`src/rtl/video_pkg.sv`:
```
// Shared 640x480 timing constants, colour levels and the flash FSM state type.
package video_pkg;

  localparam int H_ACTIVE = 640;
  localparam int H_TOTAL  = 800;
  localparam int V_ACTIVE = 480;
  localparam int V_TOTAL  = 525;
  localparam bit SYNC_POL = 1'b0;

  localparam logic [7:0] COLOR_WHITE = 8'hFF;
  localparam logic [7:0] COLOR_BLACK = 8'h00;

  typedef enum logic [1:0] {
    IDLE  = 2'd0,
    DARK  = 2'd1,
    FLASH = 2'd2
  } flash_state_e;

endpackage

```
`src/rtl/pixel_pos_tracker.sv`:
```
// Recovers the pixel column/line from the raw de/vsync stream and flags frame boundaries.
module pixel_pos_tracker #(
  parameter bit SYNC_POL = 1'b0
) (
  input  logic        clock,
  input  logic        reset,
  input  logic        de_in,
  input  logic        vsync_in,
  output logic [10:0] x,
  output logic [10:0] y,
  output logic        fb,
  output logic        sync_seen
);

  logic de_q;
  logic vs_act_q;
  logic vs_act;
  logic de_fall;

  assign vs_act  = (vsync_in == SYNC_POL);
  assign fb      = vs_act & ~vs_act_q;
  assign de_fall = de_q & ~de_in;

  // vs_act_q resets to "active" so a vsync already asserted at reset release
  // is not mistaken for a fresh frame boundary.
  always_ff @(posedge clock) begin
    if (reset) begin
      de_q      <= 1'b0;
      vs_act_q  <= 1'b1;
      x         <= '0;
      y         <= '0;
      sync_seen <= 1'b0;
    end else begin
      de_q     <= de_in;
      vs_act_q <= vs_act;
      if (!de_in)            x <= '0;
      else if (x != 11'h7FF) x <= x + 11'd1;
      if (fb)           y <= '0;
      else if (de_fall) y <= y + 11'd1;
      if (fb) sync_seen <= 1'b1;
    end
  end

endmodule

```
`src/rtl/flash_pattern_gen.sv`:
```
// Turns the raw timing stream into RGB with a periodic white box for input-lag measurement.
module flash_pattern_gen #(
  parameter int H_ACTIVE   = video_pkg::H_ACTIVE,
  parameter int V_ACTIVE   = video_pkg::V_ACTIVE,
  parameter bit SYNC_POL   = video_pkg::SYNC_POL,
  parameter int OFF_FRAMES = 59,
  parameter int ON_FRAMES  = 1,
  parameter int BOX_X0     = 192,
  parameter int BOX_Y0     = 112,
  parameter int BOX_W      = 256,
  parameter int BOX_H      = 256
) (
  input  logic       clock,
  input  logic       reset,
  input  logic       enable,
  input  logic       de_in,
  input  logic       hsync_in,
  input  logic       vsync_in,
  output logic [7:0] red,
  output logic [7:0] green,
  output logic [7:0] blue,
  output logic       de,
  output logic       hsync,
  output logic       vsync,
  output logic       flash_start
);
  import video_pkg::*;

  localparam logic [7:0]  OFF_LD = 8'(OFF_FRAMES - 1);
  localparam logic [7:0]  ON_LD  = 8'(ON_FRAMES - 1);
  localparam logic [11:0] BX0    = 12'(BOX_X0);
  localparam logic [11:0] BX1    = 12'(BOX_X0 + BOX_W);
  localparam logic [11:0] BY0    = 12'(BOX_Y0);
  localparam logic [11:0] BY1    = 12'(BOX_Y0 + BOX_H);
  localparam logic [11:0] HLIM   = 12'(H_ACTIVE);
  localparam logic [11:0] VLIM   = 12'(V_ACTIVE);

  logic [10:0]  x, y;
  logic         fb, sync_seen;
  flash_state_e state, state_nxt;
  logic [7:0]   count, count_nxt;
  logic         armed, armed_nxt;
  logic         in_box, white, pulse;

  pixel_pos_tracker #(.SYNC_POL(SYNC_POL)) u_pos (
    .clock     (clock),
    .reset     (reset),
    .de_in     (de_in),
    .vsync_in  (vsync_in),
    .x         (x),
    .y         (y),
    .fb        (fb),
    .sync_seen (sync_seen)
  );

  always_ff @(posedge clock) begin
    if (reset) begin
      state <= IDLE;
      count <= '0;
      armed <= 1'b0;
    end else begin
      state <= state_nxt;
      count <= count_nxt;
      armed <= armed_nxt;
    end
  end

  // Transitions only happen on fb so a frame is never split between states.
  always_comb begin
    state_nxt = state;
    count_nxt = count;
    armed_nxt = armed;
    if (pulse) armed_nxt = 1'b0;
    if (fb) begin
      armed_nxt = 1'b0;
      case (state)
        IDLE: if (enable && sync_seen) begin
          state_nxt = DARK;
          count_nxt = OFF_LD;
        end
        DARK: begin
          if (!enable) state_nxt = IDLE;
          else if (count == 8'd0) begin
            state_nxt = FLASH;
            count_nxt = ON_LD;
            armed_nxt = 1'b1;
          end else count_nxt = count - 8'd1;
        end
        FLASH: begin
          if (!enable) state_nxt = IDLE;
          else if (count == 8'd0) begin
            state_nxt = DARK;
            count_nxt = OFF_LD;
          end else count_nxt = count - 8'd1;
        end
        default: state_nxt = IDLE;
      endcase
    end
  end

  always_comb begin
    in_box = ({1'b0, x} >= BX0) && ({1'b0, x} < BX1) &&
             ({1'b0, y} >= BY0) && ({1'b0, y} < BY1) &&
             ({1'b0, x} < HLIM) && ({1'b0, y} < VLIM);
    white  = (state == FLASH) && de_in && in_box;
    pulse  = white && armed;
  end

  always_ff @(posedge clock) begin
    if (reset) begin
      red         <= COLOR_BLACK;
      green       <= COLOR_BLACK;
      blue        <= COLOR_BLACK;
      de          <= 1'b0;
      hsync       <= ~SYNC_POL;
      vsync       <= ~SYNC_POL;
      flash_start <= 1'b0;
    end else begin
      red         <= white ? COLOR_WHITE : COLOR_BLACK;
      green       <= white ? COLOR_WHITE : COLOR_BLACK;
      blue        <= white ? COLOR_WHITE : COLOR_BLACK;
      de          <= de_in;
      hsync       <= hsync_in;
      vsync       <= vsync_in;
      flash_start <= pulse;
    end
  end

endmodule

```
`config.mk`:
```
export PLATFORM = sky130hd
export DESIGN_NAME = flash_pattern_gen
export DESIGN_NICKNAME = d
export VERILOG_FILES = /design/src/rtl/video_pkg.sv /design/src/rtl/pixel_pos_tracker.sv /design/src/rtl/flash_pattern_gen.sv
export SDC_FILE = /design/constraint.sdc
export NUM_CORES = 1
export LEC_CHECK = 0
export ABC_AREA = 0
export ABC_CLOCK_PERIOD_IN_PS = 6600
export CAP_MARGIN = 30
export CELL_PAD_IN_SITES_DETAIL_PLACEMENT = 0
export CELL_PAD_IN_SITES_GLOBAL_PLACEMENT = 1
export CORE_UTILIZATION = 40
export CTS_CLUSTER_DIAMETER = 150
export DETAILED_ROUTE_END_ITERATION = 10
export GPL_ROUTABILITY_DRIVEN = 1
export GPL_TIMING_DRIVEN = 0
export PLACE_DENSITY = 0.81
export SLEW_MARGIN = 20
export SYNTH_ARGS = -nofsm -noshare
export SYNTH_HDL_FRONTEND = slang
export SYNTH_SLANG_ARGS = --single-unit
```
`constraint.sdc`:
```
create_clock -name clock -period 6.6 [get_ports clock]
set_clock_uncertainty 0.2 [all_clocks]
set_input_delay 1.65 -clock clock [delete_from_list [all_inputs] [get_ports clock]]
set_output_delay 1.65 -clock clock [all_outputs]
set_load 0.01 [all_outputs]
```
=== Word level (Yosys, flattened, before mapping) ===
Cells that the tools add are included.

* Input port bits: 6
* Memory bits (read-only): 0
* Output and inout port bits: 28
* Latch bits: 0
* Logic and storage cells: 69
* Memory bits (writable): 0
* Bits in registers: 47
* Memories kept: 0

* Divide/modulo/power cells: 0
* $mul: 0
* Equality and inequality tests: 8
* Reductions and logical operators: 17
* Bitwise gates (word level): 5
* Shift-type cells: 0
* Magnitude comparators: 6
* Multiplexer cells: 18
* $add $sub $neg: 3

{| class="wikitable"
|+ Operators by type and width
! operator !! count
|-
| $mux W8 || 6
|-
| $lt A11 B9 Y1 const B || 3
|-
| $pmux W8 S3 || 1
|-
| $add A11 B1 Y11 const B || 2
|-
| $ge A11 B7 Y1 const B || 1
|-
| $ge A11 B8 Y1 const B || 1
|-
| $lt A11 B10 Y1 const B || 1
|-
| $ne A11 B11 Y1 const B || 1
|-
| $mux W2 || 5
|-
| $logic_and A1 B1 Y1 || 9
|-
| $logic_not A8 Y1 || 1
|-
| $sub A8 B1 Y8 const B || 1
|-
| $ne A2 B2 Y1 const B || 3
|-
| $ne A3 B3 Y1 const B || 2
|-
| $pmux W2 S3 || 1
|-
| $mux W1 || 5
|-
| $reduce_and A5 Y1 || 1
|-
| $reduce_and A4 Y1 || 1
|-
| $reduce_or A2 Y1 || 2
|-
| $not A1 Y1 || 3
|-
| $reduce_bool A3 Y1 || 1
|-
| $and A1 B1 Y1 || 2
|-
| $eq A2 B1 Y1 const B || 1
|-
| $eq A2 B2 Y1 const B || 1
|-
| other kinds (2) || 2
|}

=== Longest topological paths before layout ===
* Word-level depth: 10
* Gate-level depth with buffers: 6
* Gate-level depth less buffers: 6

=== Hierarchy ===
Synthesis repeated with hierarchy kept, for this count alone.

* Cells, all modules: 248
* Area, all modules: 2,189.6 um^2

{| class="wikitable"
|+ By module, submodules not included
! module !! instances !! cells an instance !! sequential area each (um^2) !! area an instance (um^2)
|-
| flash_pattern_gen || 1 || 131 || 320.3 || 1,136.1
|-
| pixel_pos_tracker || 1 || 117 || 500.5 || 1,053.5
|}

=== Least setup slack after synthesis ===
OpenSTA, ideal clock, no wires.

* Kind: input to register
* Start: input vsync_in
* End: register count[2]
* Required time: 6.330 ns
* Arrival time: 2.968 ns
* Path buffers: 0
* Slack: 3.362 ns
* Cell stages on the path: 4
* Library setup time: 0.070 ns
* Cell sequence: or2_2 -> a2111o_1 -> or4_1 -> a21oi_1

* Longest elaborated chain between the ends: 3

{| class="wikitable"
|+ RTL lines
! item !! line !! RTL
|-
| start, declared || flash_pattern_gen.sv:18 || <nowiki>input logic vsync_in,</nowiki>
|-
| $not A1 Y1 || pixel_pos_tracker.sv:20 || <nowiki>assign vs_act = (vsync_in == SYNC_POL);</nowiki>
|-
| $and A1 B1 Y1 || pixel_pos_tracker.sv:21 || <nowiki>assign fb = vs_act & ~vs_act_q;</nowiki>
|-
| $reduce_and A5 Y1 (no source line) || n/a ||
|-
| end signal, assigned || flash_pattern_gen.sv:63 || <nowiki>count <= count_nxt;</nowiki>
|-
| end, declared || flash_pattern_gen.sv:41 || <nowiki>logic [7:0] count, count_nxt;</nowiki>
|}

No other way between the ends.
A chain may end at the register's enable or synchronous reset.

==> results.md <==
* Pre-CTS WS at roughly 2.7 ns
* Syn nets at between 200 and 300
* Least-Margin Pin Slew at 0.8617 ns
* Reg2reg start: state[0]$_SDFFE_PP0P_
* Inserted Clock Buffers at 5
* Via density per instance at ~5.0
* Bufs on Longest Clock Path at 2
* I/O Buffers at 33
* FP Rows at 26
* Final Total Pwr at 487.2 uW
* Synth Flop Type: dfxtp_1
* Mapped Cells at 253
* Final worst setup slack at 2.953 ns
* Syn Std Cell Area at 2141 sq um
* CP Capture Type: primary output
* Synthesized flop and latch total at 40
* H-tree depth at 2
* # Post-CTS Setup Buffers at 0
* Drt pass-1 iters at 5
* Gate power share at ~4.3%
* CP Data Arrival Time at 1.80 ns
* Final hold vios at 0
* Number of global-route vias before repair at between 1500 and 2000
* Post-DRT Antenna Nets at 0
* Vias at about 1800
* Tcrit/Tclk final at 55.26%
* CP startpoint: blue[6]$_SDFF_PP0_
* Worst R2R End: count[1]$_SDFFE_PP0P_
* Setup TNS at 0 ns
* Clock Power Share at between 40% and 50%
* Psw at ~100 uW
* Routed len/inst at ~11 um
* GP Congestion at between 0.7 and 0.8
* Worst rel slew slack at 42.41%
* Share of the synthesized area in the top cell type at 37.41%
* Antenna cells at 0
* First-pass GRT wire length at 6.844 mm
* Hold_sp: armed$_SDFFE_PP0P_
* I/O pin count at 34
* Root buf cell: clkbuf_8
* Post-CTS resize count at 0
* Cell Pwr Density at 181.4 nW/um^2
* Run status: finished, final reports clean
* Post-synth EDFFs at 0
* DRC violations left at 0
* Clock slew at reported path FFs at 0.07 ns
* Seq pwr share at 50.5%
* Final WL at roughly 4.2 mm
* Synthesized area per cell at 8.462 sq um
* Register area share after synthesis at 37.41%
* Synth warn at 0
* Grt ovf at 0
* Initial antenna violation count at 0
* Share of layout cells above drive strength 1 at between 10% and 20%
* Cell accounting for the most synthesized area: dfxtp_1
* Core Area at roughly 5100 sq um
* Chip height at between 70 and 80 um
* Detail Placement HPWL at 3.033 mm
* Min cycle time layout at 3.647 ns
* Placed cell count at ~360
* RSZ-0062 raised after global routing: false
* Initial Utilization at 41.65%
* Synth async-reset ratio at 0%
* Hold WC Path Type: flop to flop
* Switching share of power at 20.53%
* Layout Nets at around 310
* Pleak at 1.001 nW
* Worst-skew pair later-pin latency at roughly 0.30 ns
* Crit path required time at between 4 and 5 ns
* Worst setup SP type: flop
* Cts hold-fix bufs at 0
* Post-route insts no fill at 364
* Die boundary width at 75.16 um
* Sink Count at 40
* Largest net degree at the start of global routing at 25
* Worst vdd ir at 0.00008989 V
* FF-to-FF setup slack at approximately 4.2 ns
* Gr usage total at 15.84%
* Max Cap Violations at 0
* Cell internal pwr at 387.2 uW
* CTS tree: built
* Worst Hold Slack at 0.2712 ns
* Layout Area Growth over Synthesis at 25.48%
* Fin. max-slew vios at 0
* Synth cell types at 44
* Max Fanout on Critical Path at 24
* Max Freq at 0.2742 GHz
* Path depth of the worst reg2reg path at 6
* CP Capture Point: red[1]
* Worst setup path class: flop to primary output
* Ranking of synthesized cells by area: dfxtp_1 (37%), buf_4 (8.1%), ha_1 (5.3%), nor2_1 (4.7%), xor2_1 (4.1%)
* Final setup viols at 0
* DRT iter0 DRCs at 51
* Die ar. at 5648 sq um
-- metrics by stage --
step	utilization, %	instance area, sq um
after floorplan	-	2141
after global placement	49.78	2559
after detailed placement	49.81	2560
after CTS	52.26	2686
after global routing	52.26	2686
final	52.26	2686
-- kinds of logic after synthesis --
kind of cell	count (synthesis)	synth area share, %
AOI/OAI and AO/OA	46	12.98
xor gates and xnor gates	15	6.136
adders and majority gates	9	5.260
buffers and inverters	41	11.22
DFF	40	37.41
muxes	3	1.461
and+or+nand+nor	99	25.54
-- per-layer routing --
layer	global-route usage, %	wire length [um]	vias to the layer above
met5	0	0	-
met4	5.556	52	0
met3	4.685	212	6
met2	25.73	1855	36
met1	20.08	2048	827
li1	-	-	948
-- area by class of cell --
class                      count  area (sq um)
sequential                    40         800.8
multi-input combinational    172          1101
fill                         511          2454
timing repair buffer          33         330.3
inverter                      14         52.55
buffer                        27         187.7
clock inverter                 1         30.03
clock buffer                   7         96.34
tap                           70         87.58
-- state kept, by name (all words and copies together), names as in the netlist, 2 cells and up --
signal	cells
u_pos.y	11
state	2
count	8
u_pos.x	11
-- how the worst min path moves through the flow --
stage                                   endpoint  slack [ns]  cells past startpoint
finish                    flash_start$_SDFF_PP0_        0.27                      1
global placement    u_pos.sync_seen$_SDFFE_PP0P_        0.25                      2
detailed placement        flash_start$_SDFF_PP0_        0.26                      1
floorplan           u_pos.sync_seen$_SDFFE_PP0P_        0.24                      2
CTS                       flash_start$_SDFF_PP0_        0.27                      1
global route              flash_start$_SDFF_PP0_        0.29                      1
-- layout by cell type (no fill, tap or decap), types with 5 or more instances in the layout --
| master | instances |
|---|---|
| clkbuf_8 | 7 |
| a21oi_1 | 17 |
| xnor2_1 | 5 |
| ha_1 | 9 |
| clkdlybuf4s50_1 | 33 |
| buf_4 | 23 |
| nand3_1 | 7 |
| o21ai_0 | 13 |
| xor2_1 | 10 |
| nand4_1 | 7 |
| or3_1 | 6 |
| nand2b_1 | 5 |
| nand2_1 | 12 |
| nor2_1 | 27 |
| nor3_1 | 7 |
| inv_1 | 14 |
| dfxtp_1 | 40 |
-- critical path: stages, from the launching register on --
cell             delay (ns)
dfxtp_1                0.76
buf_4                  0.21
clkdlybuf4s50_1        0.53
-- synthesized netlist by cell type (5+ instances only) --
master / count
ha_1: 9
dfxtp_1: 40
o21ai_0: 13
xor2_1: 10
nor2_1: 27
or3_1: 6
a21oi_1: 17
nand2_1: 12
nand4_1: 7
buf_4: 23
xnor2_1: 5
nand2b_1: 5
nand3_1: 7
inv_1: 14
nor3_1: 7
-- power groups by stage --
stage	registers (mW)	clock network, mW	logic (mW)
final	0.246	0.220	0.0212
after global routing	0.246	0.235	0.0238
after global placement	0.252	0	0.0212
after detailed placement	0.252	0	0.0213
after CTS	0.246	0.225	0.0214
after floorplan	0.252	0	0.0116
Power figures use the tool's default switching activity.
